==> src/rtl/riscv_run_controller.sv <==
// ============================================================================
// riscv_run_controller
// ----------------------------------------------------------------------------
// Run controller wrapped around a RISC-V core under test. It sequences the
// core's reset after a start request, supervises execution by snooping the
// fetch stream, and ends the run on a halt instruction, a stuck PC or a cycle
// timeout. It reports a status code plus RUN-cycle and retired-instruction
// counts. All outputs are registered.
//
// Optional feature (compile-time macro RUN_SIGNATURE_EN):
//   When defined, a 32-bit rolling signature of retired (pc, instr) pairs is
//   exported on the extra output port 'signature'. When undefined, neither
//   the port nor its logic exist.
//
// Ports:
//   clk           in   1     system clock, rising edge
//   reset         in   1     synchronous active-low reset
//   start         in   1     begin/restart a run (acted on in IDLE/DONE only)
//   pc            in   XLEN  core fetch PC
//   instr         in   32    core fetched instruction
//   instr_valid   in   1     pc/instr valid this cycle
//   core_reset    out  1     active-high reset to the core
//   run           out  1     high while in RUN
//   done          out  1     high while in DONE
//   status        out  2     00 none, 01 halt, 10 timeout, 11 PC stall
//   cycle_count   out  32    RUN cycles elapsed (saturating)
//   retired_count out  32    valid non-halt instructions in RUN (saturating)
//   signature     out  32    rolling signature (RUN_SIGNATURE_EN only)
// ============================================================================
module riscv_run_controller #(
  parameter int unsigned XLEN        = 32,
  parameter int unsigned RST_CYCLES  = 2,
  parameter int unsigned MAX_CYCLES  = 100,
  parameter int unsigned STALL_LIMIT = 4,
  parameter logic [31:0] HALT_INSN   = 32'h0000_0073
) (
  input  logic            clk,
  input  logic            reset,
  input  logic            start,
  input  logic [XLEN-1:0] pc,
  input  logic [31:0]     instr,
  input  logic            instr_valid,
  output logic            core_reset,
  output logic            run,
  output logic            done,
  output logic [1:0]      status,
  output logic [31:0]     cycle_count,
  output logic [31:0]     retired_count
`ifdef RUN_SIGNATURE_EN
  ,
  output logic [31:0]     signature
`endif
);

  // FSM encoding
  localparam logic [1:0] S_IDLE = 2'd0;
  localparam logic [1:0] S_RST  = 2'd1;
  localparam logic [1:0] S_RUN  = 2'd2;
  localparam logic [1:0] S_DONE = 2'd3;

  // Status codes
  localparam logic [1:0] ST_NONE    = 2'b00;
  localparam logic [1:0] ST_HALT    = 2'b01;
  localparam logic [1:0] ST_TIMEOUT = 2'b10;
  localparam logic [1:0] ST_STALL   = 2'b11;

  // Terminal values of the internal counters, pre-sized to 32 bits
  localparam logic [31:0] RST_LAST   = 32'(RST_CYCLES - 1);
  localparam logic [31:0] CYC_LAST   = 32'(MAX_CYCLES - 1);
  localparam logic [31:0] STALL_LIM  = 32'(STALL_LIMIT);

  // Saturating 32-bit increment: counters stick at all-ones, never wrap
  function automatic logic [31:0] sat_inc(input logic [31:0] v);
    if (v == 32'hFFFF_FFFF) begin
      return v;
    end else begin
      return v + 32'd1;
    end
  endfunction

  // Registered state
  logic [1:0]      r_state;
  logic [31:0]     r_rst_cnt;
  logic [31:0]     r_stall_cnt;
  logic [XLEN-1:0] r_prev_pc;
  logic            r_prev_pc_valid;
  logic [31:0]     r_cycle_count;
  logic [31:0]     r_retired_count;
  logic [1:0]      r_status;
  logic            r_core_reset;
  logic            r_run;
  logic            r_done;

  // Next-state values
  logic [1:0]      w_state_nxt;
  logic [31:0]     w_rst_cnt_nxt;
  logic [31:0]     w_stall_cnt_nxt;
  logic [XLEN-1:0] w_prev_pc_nxt;
  logic            w_prev_pc_valid_nxt;
  logic [31:0]     w_cycle_count_nxt;
  logic [31:0]     w_retired_count_nxt;
  logic [1:0]      w_status_nxt;

  // Fetch-stream decode
  logic            w_is_halt;
  logic            w_retire;
  logic            w_pc_same;
  logic [31:0]     w_stall_upd;

  assign w_is_halt   = instr_valid && (instr == HALT_INSN);
  assign w_retire    = instr_valid && (instr != HALT_INSN);
  assign w_pc_same   = r_prev_pc_valid && (pc == r_prev_pc);
  // Repeated PC extends the streak; a new PC (or no previous PC) restarts it
  assign w_stall_upd = w_pc_same ? (r_stall_cnt + 32'd1) : 32'd0;

`ifdef RUN_SIGNATURE_EN
  logic [31:0] r_signature;
  logic [31:0] w_signature_nxt;
  logic [31:0] w_pc32;

  // Narrow PCs are zero-extended into the 32-bit signature
  if (XLEN >= 32) begin : g_pc_wide
    assign w_pc32 = pc[31:0];
  end else begin : g_pc_narrow
    assign w_pc32 = {{(32 - XLEN){1'b0}}, pc};
  end
`endif

  // Next-state and next-output computation for the run FSM
  always_comb begin
    w_state_nxt         = r_state;
    w_rst_cnt_nxt       = r_rst_cnt;
    w_stall_cnt_nxt     = r_stall_cnt;
    w_prev_pc_nxt       = r_prev_pc;
    w_prev_pc_valid_nxt = r_prev_pc_valid;
    w_cycle_count_nxt   = r_cycle_count;
    w_retired_count_nxt = r_retired_count;
    w_status_nxt        = r_status;
`ifdef RUN_SIGNATURE_EN
    w_signature_nxt     = r_signature;
`endif

    case (r_state)
      S_IDLE, S_DONE: begin
        // Start (or restart) clears all results before the reset phase
        if (start) begin
          w_state_nxt         = S_RST;
          w_rst_cnt_nxt       = 32'd0;
          w_stall_cnt_nxt     = 32'd0;
          w_prev_pc_valid_nxt = 1'b0;
          w_cycle_count_nxt   = 32'd0;
          w_retired_count_nxt = 32'd0;
          w_status_nxt        = ST_NONE;
`ifdef RUN_SIGNATURE_EN
          w_signature_nxt     = 32'd0;
`endif
        end else begin
          w_state_nxt = r_state;
        end
      end

      S_RST: begin
        // r_rst_cnt counts cycles spent in RST, starting at 0 on entry
        if (r_rst_cnt == RST_LAST) begin
          w_state_nxt         = S_RUN;
          w_prev_pc_valid_nxt = 1'b0;
          w_stall_cnt_nxt     = 32'd0;
        end else begin
          w_rst_cnt_nxt = r_rst_cnt + 32'd1;
        end
      end

      S_RUN: begin
        // The terminating cycle is counted as a RUN cycle too
        w_cycle_count_nxt = sat_inc(r_cycle_count);

        if (w_retire) begin
          w_retired_count_nxt = sat_inc(r_retired_count);
          w_stall_cnt_nxt     = w_stall_upd;
          w_prev_pc_nxt       = pc;
          w_prev_pc_valid_nxt = 1'b1;
`ifdef RUN_SIGNATURE_EN
          w_signature_nxt     = {r_signature[30:0], r_signature[31]} ^ w_pc32 ^ instr;
`endif
        end else begin
          w_stall_cnt_nxt = r_stall_cnt;
        end

        // Priority: halt > stall > timeout
        if (w_is_halt) begin
          w_state_nxt  = S_DONE;
          w_status_nxt = ST_HALT;
        end else if (w_retire && (w_stall_upd == STALL_LIM)) begin
          w_state_nxt  = S_DONE;
          w_status_nxt = ST_STALL;
        end else if (r_cycle_count == CYC_LAST) begin
          w_state_nxt  = S_DONE;
          w_status_nxt = ST_TIMEOUT;
        end else begin
          w_state_nxt = S_RUN;
        end
      end

      default: begin
        w_state_nxt = S_IDLE;
      end
    endcase
  end

  // State, counter and output registers with synchronous active-low reset
  always_ff @(posedge clk) begin
    if (!reset) begin
      r_state         <= S_IDLE;
      r_rst_cnt       <= 32'd0;
      r_stall_cnt     <= 32'd0;
      r_prev_pc       <= '0;
      r_prev_pc_valid <= 1'b0;
      r_cycle_count   <= 32'd0;
      r_retired_count <= 32'd0;
      r_status        <= ST_NONE;
      r_core_reset    <= 1'b1;
      r_run           <= 1'b0;
      r_done          <= 1'b0;
    end else begin
      r_state         <= w_state_nxt;
      r_rst_cnt       <= w_rst_cnt_nxt;
      r_stall_cnt     <= w_stall_cnt_nxt;
      r_prev_pc       <= w_prev_pc_nxt;
      r_prev_pc_valid <= w_prev_pc_valid_nxt;
      r_cycle_count   <= w_cycle_count_nxt;
      r_retired_count <= w_retired_count_nxt;
      r_status        <= w_status_nxt;
      // Core is held in reset only in IDLE/RST; DONE leaves it out of reset
      // so its state can be inspected
      r_core_reset    <= (w_state_nxt == S_IDLE) || (w_state_nxt == S_RST);
      r_run           <= (w_state_nxt == S_RUN);
      r_done          <= (w_state_nxt == S_DONE);
    end
  end

`ifdef RUN_SIGNATURE_EN
  // Signature register
  always_ff @(posedge clk) begin
    if (!reset) begin
      r_signature <= 32'd0;
    end else begin
      r_signature <= w_signature_nxt;
    end
  end

  assign signature = r_signature;
`endif

  assign core_reset    = r_core_reset;
  assign run           = r_run;
  assign done          = r_done;
  assign status        = r_status;
  assign cycle_count   = r_cycle_count;
  assign retired_count = r_retired_count;

endmodule

==> config.mk <==
export PLATFORM = sky130hd
export DESIGN_NAME = riscv_run_controller
export DESIGN_NICKNAME = d
export VERILOG_FILES = /design/src/rtl/riscv_run_controller.sv
export SDC_FILE = /design/constraint.sdc
export NUM_CORES = 1
export LEC_CHECK = 0
export BUFFER_PORTS_ARGS = -buffer_cell sky130_fd_sc_hd__buf_4
export CAP_MARGIN = 20
export CORE_MARGIN = 1
export CORE_UTILIZATION = 62
export DETAILED_ROUTE_END_ITERATION = 7
export PLACE_DENSITY = 0.86
export SLEW_MARGIN = 20
export SYNTH_ARGS = -nofsm -noshare
export SYNTH_HDL_FRONTEND = slang
export SYNTH_SLANG_ARGS = --single-unit
==> constraint.sdc <==
create_clock -name clk -period 4.2 [get_ports clk]
set_input_delay 0.21 -clock clk [delete_from_list [all_inputs] [get_ports clk]]
set_output_delay 0.21 -clock clk [all_outputs]
set_load 0.05 [all_outputs]
==> results list <==
- The layout has 1015 filler cells.
* Slew Viols, Final: 0
- Buffers inserted during clock tree synthesis total 17.
- Among all stages on the critical path, the largest delay is contributed by ha_1.
* Arrival time of the worst setup path: 3.60 ns
- For the final database, setup skew stands at 0.00947 ns.
* Transition time at the pin with the least slew margin: 1.03 ns
- Sequence of cells on the critical path: inv_1 -> ha_1 -> inv_1 -> o21ai_0 -> nand3_1 -> a21oi_1 -> nor3b_1 -> xnor2_1 -> nor2_1
* Iteration count of the initial detailed-routing pass: 5
* Most used flip-flop cell after synthesis: dfxtp_1
- After the first detailed-routing iteration, the DRC count stood at 700.
- Largest area contributor in the synthesized netlist: dfxtp_1
- Worst setup path startpoint: r_state[0]$_SDFF_PN0_
- The finished cells cover 10500 µm².
- Sum Neg Setup Slack: 0 ns
- For this design the ratio of total power to cell area is 318 nW/µm².
- Die Footprint: 14700 µm²
- Wire length reported by the detailed router: 22400 µm
- Library cell used as clock root buffer: clkbuf_16
- The worst setup path is of the register to register kind.
- Area Growth Syn to Fin: 19.0%
- Number of register bits inferred by synthesis: 168
* Commonest cells after routing, fill and taps aside: 168 x dfxtp_1, 143 x buf_4, 120 x nor2_1
- In this run the critical register-to-register path is captured at retired_count[22]$_SDFFE_PN0P_.
- Clock transition at the registers of the reported paths: 0.06 ns
- After detailed placement, the total cell area comes to 9930 µm².
- The flow ran to the end, and the final reports show no timing, DRC or antenna violations.
* Wire length of the first global-routing pass: 36200 µm
* Commonest non-fill, non-tap cell in the layout: dfxtp_1
- The completed layout was analyzed and its total power is 3.33 mW.
* Top cells by area in the synthesized netlist: dfxtp_1 38%, xor2_1 7.8%, nor2_1 5.1%
* Number of global-route vias before repair: 7453
- Number of top-level pins: 137
* Post-CTS setup buffers: 0
- Worst EP required: 4.50 ns
* Total routing usage reported by global routing: 0.310
- Among the stages of the critical path, the cell type that occurs most often is inv_1.
- In this run, synthesis inferred 0 flip-flops with an integrated enable.
- The tool flagged a number of max-cap violations equal to 0.
- Peak clock frequency supported by timing: 302 MHz
- Yosys printed 0 warnings.
* Crit-path max FO: 16
- After detailed routing, the average wire length per cell comes to 16.4 µm.
- Detailed placement finished with a half-perimeter wire length of 15100 µm.
- The number of antenna violations at the first check in global routing came to 0.
- In this run the critical register-to-register path is launched from r_state[0]$_SDFF_PN0_.
- Setup violations remaining at the end of the flow were counted as 0.
- Global routing finished with a remaining overflow of 0.
- Placer Congestion: 0.901
- The share of synthesized area in the top cell type comes to 0.383.
* Number of levels the H-tree was split into: 4
- Number of remaining DRC errors: 0
- Worst hold path startpoint: pc[12]
* Longest individual stage delay on the worst path: 0.62 ns
- Tmin final: 3.31 ns
* Starting density of the core: 0.633
* Proportion of layout cells with a drive suffix above 1: 0.160
- Synth cell types: 59
- The routed layout has 8159 vias.
- Setup repair after global routing missed its margin: no
- In this run the register-to-register setup slack is 0.89 ns.
* Maximum number of pins on one net before global-route repair: 76
- The number of nets in the synthesized netlist is 1133.
- The worst-case IR drop observed on VDD is 0.276 mV.
- The later pin in the worst-skew pair is clocked with a latency of 0.43 ns.
- Proportion of synthesized chip area in sequential cells: 0.383
- Clk buf depth: 2
- Path depth of the worst reg2reg path: 9
* Worst setup path endpoint: retired_count[22]$_SDFFE_PN0P_
- The worst pin sits at a relative slew slack of 0.316.
* CTS Hold Bufs: 0
- Width of the chip: 121 µm
- Type of origin of the critical path: register
* Antenna diode count: 0
* Chip height: 121 µm
- Average via count per standard cell: 5.97
* Final period utilization: 0.787
- The number of hold violations in the final report came to 0.
- Hold Crit Class: input pin to register
- The region available for standard cell placement spans 13900 µm².
- Counting every instance in the synthesized netlist gives 1058.
- Number of cell rows: 43
- CTS saw 168 sinks.
- The final layout contains 1250 nets.
- The number of gates resized after CTS was 0.
- Hold is met by 0.0460 ns.
- Clock tree from TritonCTS: done
* Core utilization of the finished layout: 0.753
- PortBufs: 136
- Static leakage: 4.12 nW
- In this run the remaining antenna-violating nets after routing total 0.
* Async set or reset register ratio after synthesis: 0
- Element type at the critical path end: register
* Syn Std Cell Area: 8790 µm²
- Post-synthesis area per instance: 8.31 µm²
==> sequential cells by signal, summed over array words and instances, names as in the netlist <==
| name | count |
|---|---|
| run | 1 |
| r_prev_pc | 32 |
| r_stall_cnt | 32 |
| r_prev_pc_valid | 1 |
| done | 1 |
| core_reset | 1 |
| r_rst_cnt | 32 |
| status | 2 |
| cycle_count | 32 |
| r_state | 2 |
| retired_count | 32 |
==> worst max-delay path: cells and delay by family (launching register included) <==
family / cells / cell delay, ns
buf+inv: 2 / 0.39
fa+ha+maj: 1 / 0.62
xor+xnor: 1 / 0.18
flops: 1 / 0.33
compound gates: 2 / 1.16
simple gates: 3 / 0.51
==> metrics by stage <==
stage / instances / worst slack, ns
after detailed placement: 1336 / 0.927
after global placement: 1336 / 1.01
after floorplan: 1058 / 1.56
after CTS: 1366 / 0.884
after global routing: 1366 / 0.586
final: 1366 / 0.894
==> cell families (layout without fill, tap and decap cells) <==
| group | after synthesis | count (layout) | synth area share |
|---|---|---|---|
| simple gates | 512 | 512 | 0.315 |
| mux | 36 | 36 | 0.0413 |
| compound gates | 156 | 156 | 0.109 |
| fa+ha+maj | 7 | 7 | 0.00996 |
| flops | 168 | 168 | 0.383 |
| xor+xnor | 113 | 113 | 0.113 |
| buf+inv | 66 | 194 | 0.0295 |
==> worst min-delay path by stage <==
stage / to / slack (ns) / cells past startpoint
after floorplan: r_prev_pc[0]$_SDFFE_PN0P_ / 0.38 / 2
after global placement: status[1]$_SDFFE_PN0P_ / 0.43 / 2
after detailed placement: status[1]$_SDFFE_PN0P_ / 0.44 / 2
after CTS: r_prev_pc[10]$_SDFFE_PN0P_ / 0.05 / 3
after global routing: r_prev_pc[19]$_SDFFE_PN0P_ / 0.04 / 3
final: r_prev_pc[12]$_SDFFE_PN0P_ / 0.05 / 3
==> synthesized netlist by cell type (35+ instances only) <==
master,number
nor2b_1,41
dfxtp_1,168
nand4_1,37
nand2_1,72
clkbuf_1,35
nand3_1,54
nor4_1,39
nor2_1,120
xnor2_1,35
o21ai_0,51
xor2_1,78
==> per-layer routing <==
| metal | wire, µm | track usage |
|---|---|---|
| met1 | 9780 | 0.394 |
| met3 | 1450 | 0.0789 |
| met4 | 572 | 0.112 |
| met5 | 0 | 0 |
| met2 | 10600 | 0.506 |
==> layout make-up <==
cell class	count	area (µm²)	area share
repair buffers	143	1070	0.103
flip-flops and latches	168	3360	0.322
well taps	180	225	0.0215
inverters	21	78.8	0.00754
multi-input cells	824	5180	0.496
clock inverters	9	72.6	0.00694
clock buffers	21	460	0.0440
==> power by group <==
group	switching, mW	total, mW	internal (mW)
Combinational	0.175	0.280	0.106
Clock	0.653	1.44	0.784
Sequential	0.00966	1.61	1.60
(Power assumes the default switching activity.)
